`config.mk`:
```
export PLATFORM = sky130hd
export DESIGN_NAME = logic_eval_arbiter
export DESIGN_NICKNAME = d
export VERILOG_FILES = /design/src/rtl/logic_eval_arbiter.sv
export SDC_FILE = /design/constraint.sdc
export NUM_CORES = 1
export LEC_CHECK = 0
export ABC_AREA = 1
export BUFFER_PORTS_ARGS = -buffer_cell sky130_fd_sc_hd__buf_2
export CORE_AREA = 2 2 89 91
export DETAILED_ROUTE_END_ITERATION = 12
export DIE_AREA = 0 0 91 93
export GPL_TIMING_DRIVEN = 0
export PLACE_DENSITY = 0.79
export SYNTH_ARGS = -nofsm -noshare
export SYNTH_HDL_FRONTEND = slang
export SYNTH_SLANG_ARGS = --single-unit
```
`constraint.sdc`:
```
create_clock -name clk -period 4.35 [get_ports clk]
set_input_delay 0.435 -clock clk [delete_from_list [all_inputs] [get_ports clk]]
set_output_delay 0.435 -clock clk [all_outputs]
set_load 0.02 [all_outputs]
```
`src/rtl/logic_eval_arbiter.sv`:
```
// Round-robin arbiter sharing one registered select-logic evaluator z = (b & c) | (a & ~b).
// Optional LOGIC_ARB_STATS_EN adds a 16-bit served_cnt output counting response handshakes.
module logic_eval_arbiter #(
  parameter int N = 4,
  parameter int W = 8,
  localparam int IW = $clog2(N)
) (
  input  logic            clk,
  input  logic            rst,
  input  logic [N-1:0]    req,
  input  logic [N*W-1:0]  a_in,
  input  logic [N*W-1:0]  b_in,
  input  logic [N*W-1:0]  c_in,
  output logic [N-1:0]    gnt,
  output logic            rsp_valid,
  output logic [IW-1:0]   rsp_id,
  output logic [W-1:0]    rsp_z,
  input  logic            rsp_ready,
  output logic            busy
`ifdef LOGIC_ARB_STATS_EN
  ,
  output logic [15:0]     served_cnt
`endif
);

  typedef enum logic [1:0] {
    IDLE = 2'd0,
    EVAL = 2'd1,
    RESP = 2'd2
  } state_t;

  state_t         state_reg, state_next;
  logic [IW-1:0]  ptr_reg, ptr_next;
  logic [N-1:0]   gnt_reg, gnt_next;
  logic           valid_reg, valid_next;
  logic [IW-1:0]  id_reg, id_next;
  logic [W-1:0]   z_reg, z_next;
  logic [W-1:0]   a_reg, a_next;
  logic [W-1:0]   b_reg, b_next;
  logic [W-1:0]   c_reg, c_next;

  logic [W-1:0]   a_arr [N];
  logic [W-1:0]   b_arr [N];
  logic [W-1:0]   c_arr [N];

  logic           win_found;
  logic [IW-1:0]  win_idx;

  for (genvar gi = 0; gi < N; gi++) begin : g_unpack
    assign a_arr[gi] = a_in[gi*W +: W];
    assign b_arr[gi] = b_in[gi*W +: W];
    assign c_arr[gi] = c_in[gi*W +: W];
  end

  // Position k steps after base, modulo N (N need not be a power of two).
  function automatic logic [IW-1:0] rr_index(input logic [IW-1:0] base, input int k);
    int s;
    s = int'(base) + k;
    if (s >= N) s = s - N;
    return IW'(s);
  endfunction

  // Scan starts just after the last served requester so it gets lowest priority.
  always_comb begin
    win_found = 1'b0;
    win_idx   = '0;
    for (int k = 1; k <= N; k++) begin
      if (!win_found && req[rr_index(ptr_reg, k)]) begin
        win_found = 1'b1;
        win_idx   = rr_index(ptr_reg, k);
      end
    end
  end

  always_comb begin
    state_next = state_reg;
    ptr_next   = ptr_reg;
    gnt_next   = gnt_reg;
    valid_next = valid_reg;
    id_next    = id_reg;
    z_next     = z_reg;
    a_next     = a_reg;
    b_next     = b_reg;
    c_next     = c_reg;
    case (state_reg)
      IDLE: begin
        if (win_found) begin
          state_next = EVAL;
          id_next    = win_idx;
          gnt_next   = N'(1) << win_idx;
          a_next     = a_arr[win_idx];
          b_next     = b_arr[win_idx];
          c_next     = c_arr[win_idx];
        end
      end
      EVAL: begin
        state_next = RESP;
        gnt_next   = '0;
        valid_next = 1'b1;
        z_next     = (b_reg & c_reg) | (a_reg & ~b_reg);
      end
      RESP: begin
        if (rsp_ready) begin
          state_next = IDLE;
          valid_next = 1'b0;
          ptr_next   = id_reg;
        end
      end
      default: begin
        state_next = IDLE;
        gnt_next   = '0;
        valid_next = 1'b0;
      end
    endcase
  end

  always_ff @(posedge clk) begin
    if (rst) begin
      state_reg <= IDLE;
      ptr_reg   <= IW'(N - 1);
      gnt_reg   <= '0;
      valid_reg <= 1'b0;
      id_reg    <= '0;
      z_reg     <= '0;
      a_reg     <= '0;
      b_reg     <= '0;
      c_reg     <= '0;
    end else begin
      state_reg <= state_next;
      ptr_reg   <= ptr_next;
      gnt_reg   <= gnt_next;
      valid_reg <= valid_next;
      id_reg    <= id_next;
      z_reg     <= z_next;
      a_reg     <= a_next;
      b_reg     <= b_next;
      c_reg     <= c_next;
    end
  end

  assign gnt       = gnt_reg;
  assign rsp_valid = valid_reg;
  assign rsp_id    = id_reg;
  assign rsp_z     = z_reg;
  assign busy      = (state_reg != IDLE);

`ifdef LOGIC_ARB_STATS_EN
  logic [15:0] cnt_reg;

  always_ff @(posedge clk) begin
    if (rst) begin
      cnt_reg <= '0;
    end else if (valid_reg && rsp_ready && state_reg == RESP) begin
      cnt_reg <= cnt_reg + 16'd1;
    end
  end

  assign served_cnt = cnt_reg;
`endif

endmodule

```
==> run_results.csv <==
group,metric,value,unit
logic_synthesis,avgSynthCellArea,6.46,um2
worst_setup_path,cpMostUsedCell,"nand2_1",
cells_and_area,n_antenna_cell,0,
sta,tightest_slew,0.633,ns
drt,finalWirelength,8.90,mm
pwr,comb_power_share,44.3,%
pwr,pwr-share-clk,23.2,%
drt,vias,3359,
clock_network,numCtsBuffers,5,
logic_synthesis,synth.distinct_cells,27,
pwr,seq_power_share,32.5,%
worst_setup_path,cp_data_arrival_time,2.27,ns
global_route,grt_use_total,21.1,%
global_route,grt_max_degree,14,
global_route,antenna_found_initial,0,
clock_network,postCtsResizedCells,0,
drt,drc,0,
sta,rsz0062_at_grt,"no",
worst_setup_path,worst_setup_path_end_kind,"flop",
logic_synthesis,syn_inst,455,
placed_design,dp.cells,675,
cells_and_area,final_area,3790,um2
cells_and_area,syn2layout_area_growth,28.9,%
placed_design,gp_congestion,0.823,
global_route,grt_pass1_vias,3181,
worst_setup_path,path_class,"flop to flop",
global_route,grt_pass1_wl,14.5,mm
drt,vias_per_cell,4.92,
clock_network,postCtsSetupRepairBufs,0,
run_status,status,"finished, final reports clean",
floorplan,num_io_pins,119,
drt,drtIter0Drc,175,
pwr,power.internal,959,uW
worst_setup_path,cp_slowest_stage_delay,0.31,ns
worst_hold_path,hold_path_depth,4,
pwr,p_leak,2.03,nW
worst_setup_path,cp.depth,16,
pwr,p_switching,624,uW
cells_and_area,fin_nets,683,
floorplan,core_area,7530,um2
sta,finalClockSkew,0.00825,ns
clock_network,cts_tree,"yes",
worst_setup_path,crit_fanout,10,
flow_run,cap_violations,0,
placed_design,place_area,3660,um2
logic_synthesis,synth_area,2940,um2
clock_network,clk_pin_slew,0.08,ns
placed_design,port_buffers,118,
clock_network,clockRootBuffer,"clkbuf_8",
sta,relSlewSlack,57.7,%
cells_and_area,final_cells,683,
sta,finalHoldViolCount,0,
pwr,irDropWorstVdd,199,uV
cells_and_area,utilization,50.3,%
pwr,power.total,1.58,mW
sta,fin_setup_tns,0,ns
worst_setup_path,start_kind,"flop",
worst_setup_path,rr_worst_depth,16,
placed_design,dpl.hpwl,6.94,mm
pwr,powerDensity,418,nW/um2
drt,final_antenna_net_count,0,
worst_setup_path,cp_num_buf_inv,6,
sta,setup_viol,0,
worst_hold_path,min_path_type,"input port to flop",
worst_setup_path,cp.required,4.55,ns
logic_synthesis,synth-warning-count,0,
logic_synthesis,synth_ff_type,"dfxtp_1",
global_route,overflow,0,
logic_synthesis,synth-async-reset-ratio,0,%
clock_network,cts_max_level,2,
floorplan,die_area,8460,um2
drt,dr.pass1.iters,4,
clock_network,cts_hold_buf,0,
drt,wl_per_cell,13.0,um
clock_network,insertion_delay,0.30,ns
floorplan,die_width,91,um
clock_network,clock_path_buffers,2,
worst_setup_path,worstPathCellList,"buf_6 -> inv_6 -> nand2_1 -> nand2_2 -> nand2_1 -> nand2_1 -> inv_2 -> nand2_2 -> nor2_2 -> inv_2 -> nand2_4 -> inv_2 -> buf_2 -> nand2_1 -> nor2_1 -> nor2_2",
logic_synthesis,synth_seq_cells,43,
logic_synthesis,yosysSeqAreaShare,29.3,%
worst_setup_path,critPathTopFamily,"simple AND/OR/NAND/NOR gates",
floorplan,num_rows,32,
logic_synthesis,synth_edf_count,0,
clock_network,cts.sinks,43,
floorplan,start_util,39.0,%
sta,period_share,47.5,%
floorplan,die_height,93,um
sta,slew_viol_final,0,
cells_and_area,drive_gt1_share,34.4,%
logic_synthesis,synth_nets,558,
sta,clock.fmax,484,MHz
pwr,power_switching_share,39.4,%
sta,final.min_clock_period,2.07,ns
worst_setup_path,slowest_stage,"dfxtp_1",
stage by stage:
step | setup slack (ns) | hold WS, ns
6_report | 2.28 | 0.414
5_1_grt | 2.04 | 0.437
4_1_cts | 2.25 | 0.403
3_5_place_dp | 2.22 | 0.442
3_3_place_gp | 2.28 | 0.445
2_1_floorplan | 2.58 | 0.431
Yosys cell counts, types with 7 or more instances:
cell type,instances,area [um2]
inv_1,31,116
dfxtp_1,43,861
nand3_1,71,355
buf_6,7,78.8
nand2_2,19,119
nand2_1,133,499
o21ai_0,26,130
nor2_2,11,68.8
nor2_1,38,143
buf_2,10,50.1
a21oi_1,24,120
nand3_2,10,100
area by class of cell:
class / instances / area (um2)
Multi-Input combinational cell: 353 / 1770
Clock buffer: 6 / 72.6
Fill cell: 813 / 3740
Sequential cell: 43 / 861
Buffer: 22 / 164
Timing Repair Buffer: 118 / 591
Inverter: 37 / 144
Tap cell: 102 / 128
Clock inverter: 2 / 60.1
power by group through the flow:
stage	clock, mW	combinational [mW]	sequential [mW]
global route	0.384	0.784	0.521
CTS	0.369	0.701	0.512
floorplan	0	0.483	0.534
global placement	0	0.686	0.517
finish	0.368	0.701	0.514
detailed placement	0	0.698	0.520
layer usage:
| layer | up-vias | part of all wire [%] | GRT usage (%) |
|---|---|---|---|
| met5 | - | 0 | 0 |
| met4 | 0 | 2.5 | 8.21 |
| met3 | 18 | 5.5 | 2.82 |
| met2 | 104 | 49 | 37.3 |
| met1 | 1524 | 43 | 26.2 |
| li1 | 1713 | - | - |
worst paths after layout:
| kind | startpoint | end | slack (ns) |
|---|---|---|---|
| max | ptr_reg[0] | c_reg[3] | 2.28 |
| min | rst | b_reg[0] | 0.41 |
| max reg2reg | ptr_reg[0] | c_reg[3] | 2.28 |
| min reg2reg | gnt[3] | gnt[3] | 0.46 |
cells by family (layout without fill, tap and decap cells):
kind of cell / count (synthesis) / in the layout / synth area share, %
buffers and inverters: 59 / 185 / 10.5
and+or+nand+nor: 295 / 295 / 49.9
AOI/OAI and AO/OA: 58 / 58 / 10.3
DFF: 43 / 43 / 29.3
worst register-to-register path: cells and delay by family, from the launching register on:
kind	cells	cell delay [ns]
flops	1	0.31
simple gates	10	0.86
buf+inv	6	0.79
cell usage in the layout, fill, tap and decap left out:
cell type  instances
o21ai_1            3
nor2_1            38
nand2_8            1
nand3_2           10
nand2_1          133
clkinv_1           1
nand3b_1           1
a21oi_2            1
o21ai_0           26
nor2_8             4
dfxtp_1           43
o21a_1             1
bufinv_16          2
nand4_1            1
inv_2              4
inv_1             31
nor2_4             1
nor2_2            11
nand3_1           71
clkbuf_8           5
inv_6              1
buf_12             1
clkbuf_1           5
buf_2            128
nand2_4            5
a21oi_1           24
buf_6              7
o211ai_1           3
nand2_2           19
Power figures use the tool's default switching activity.
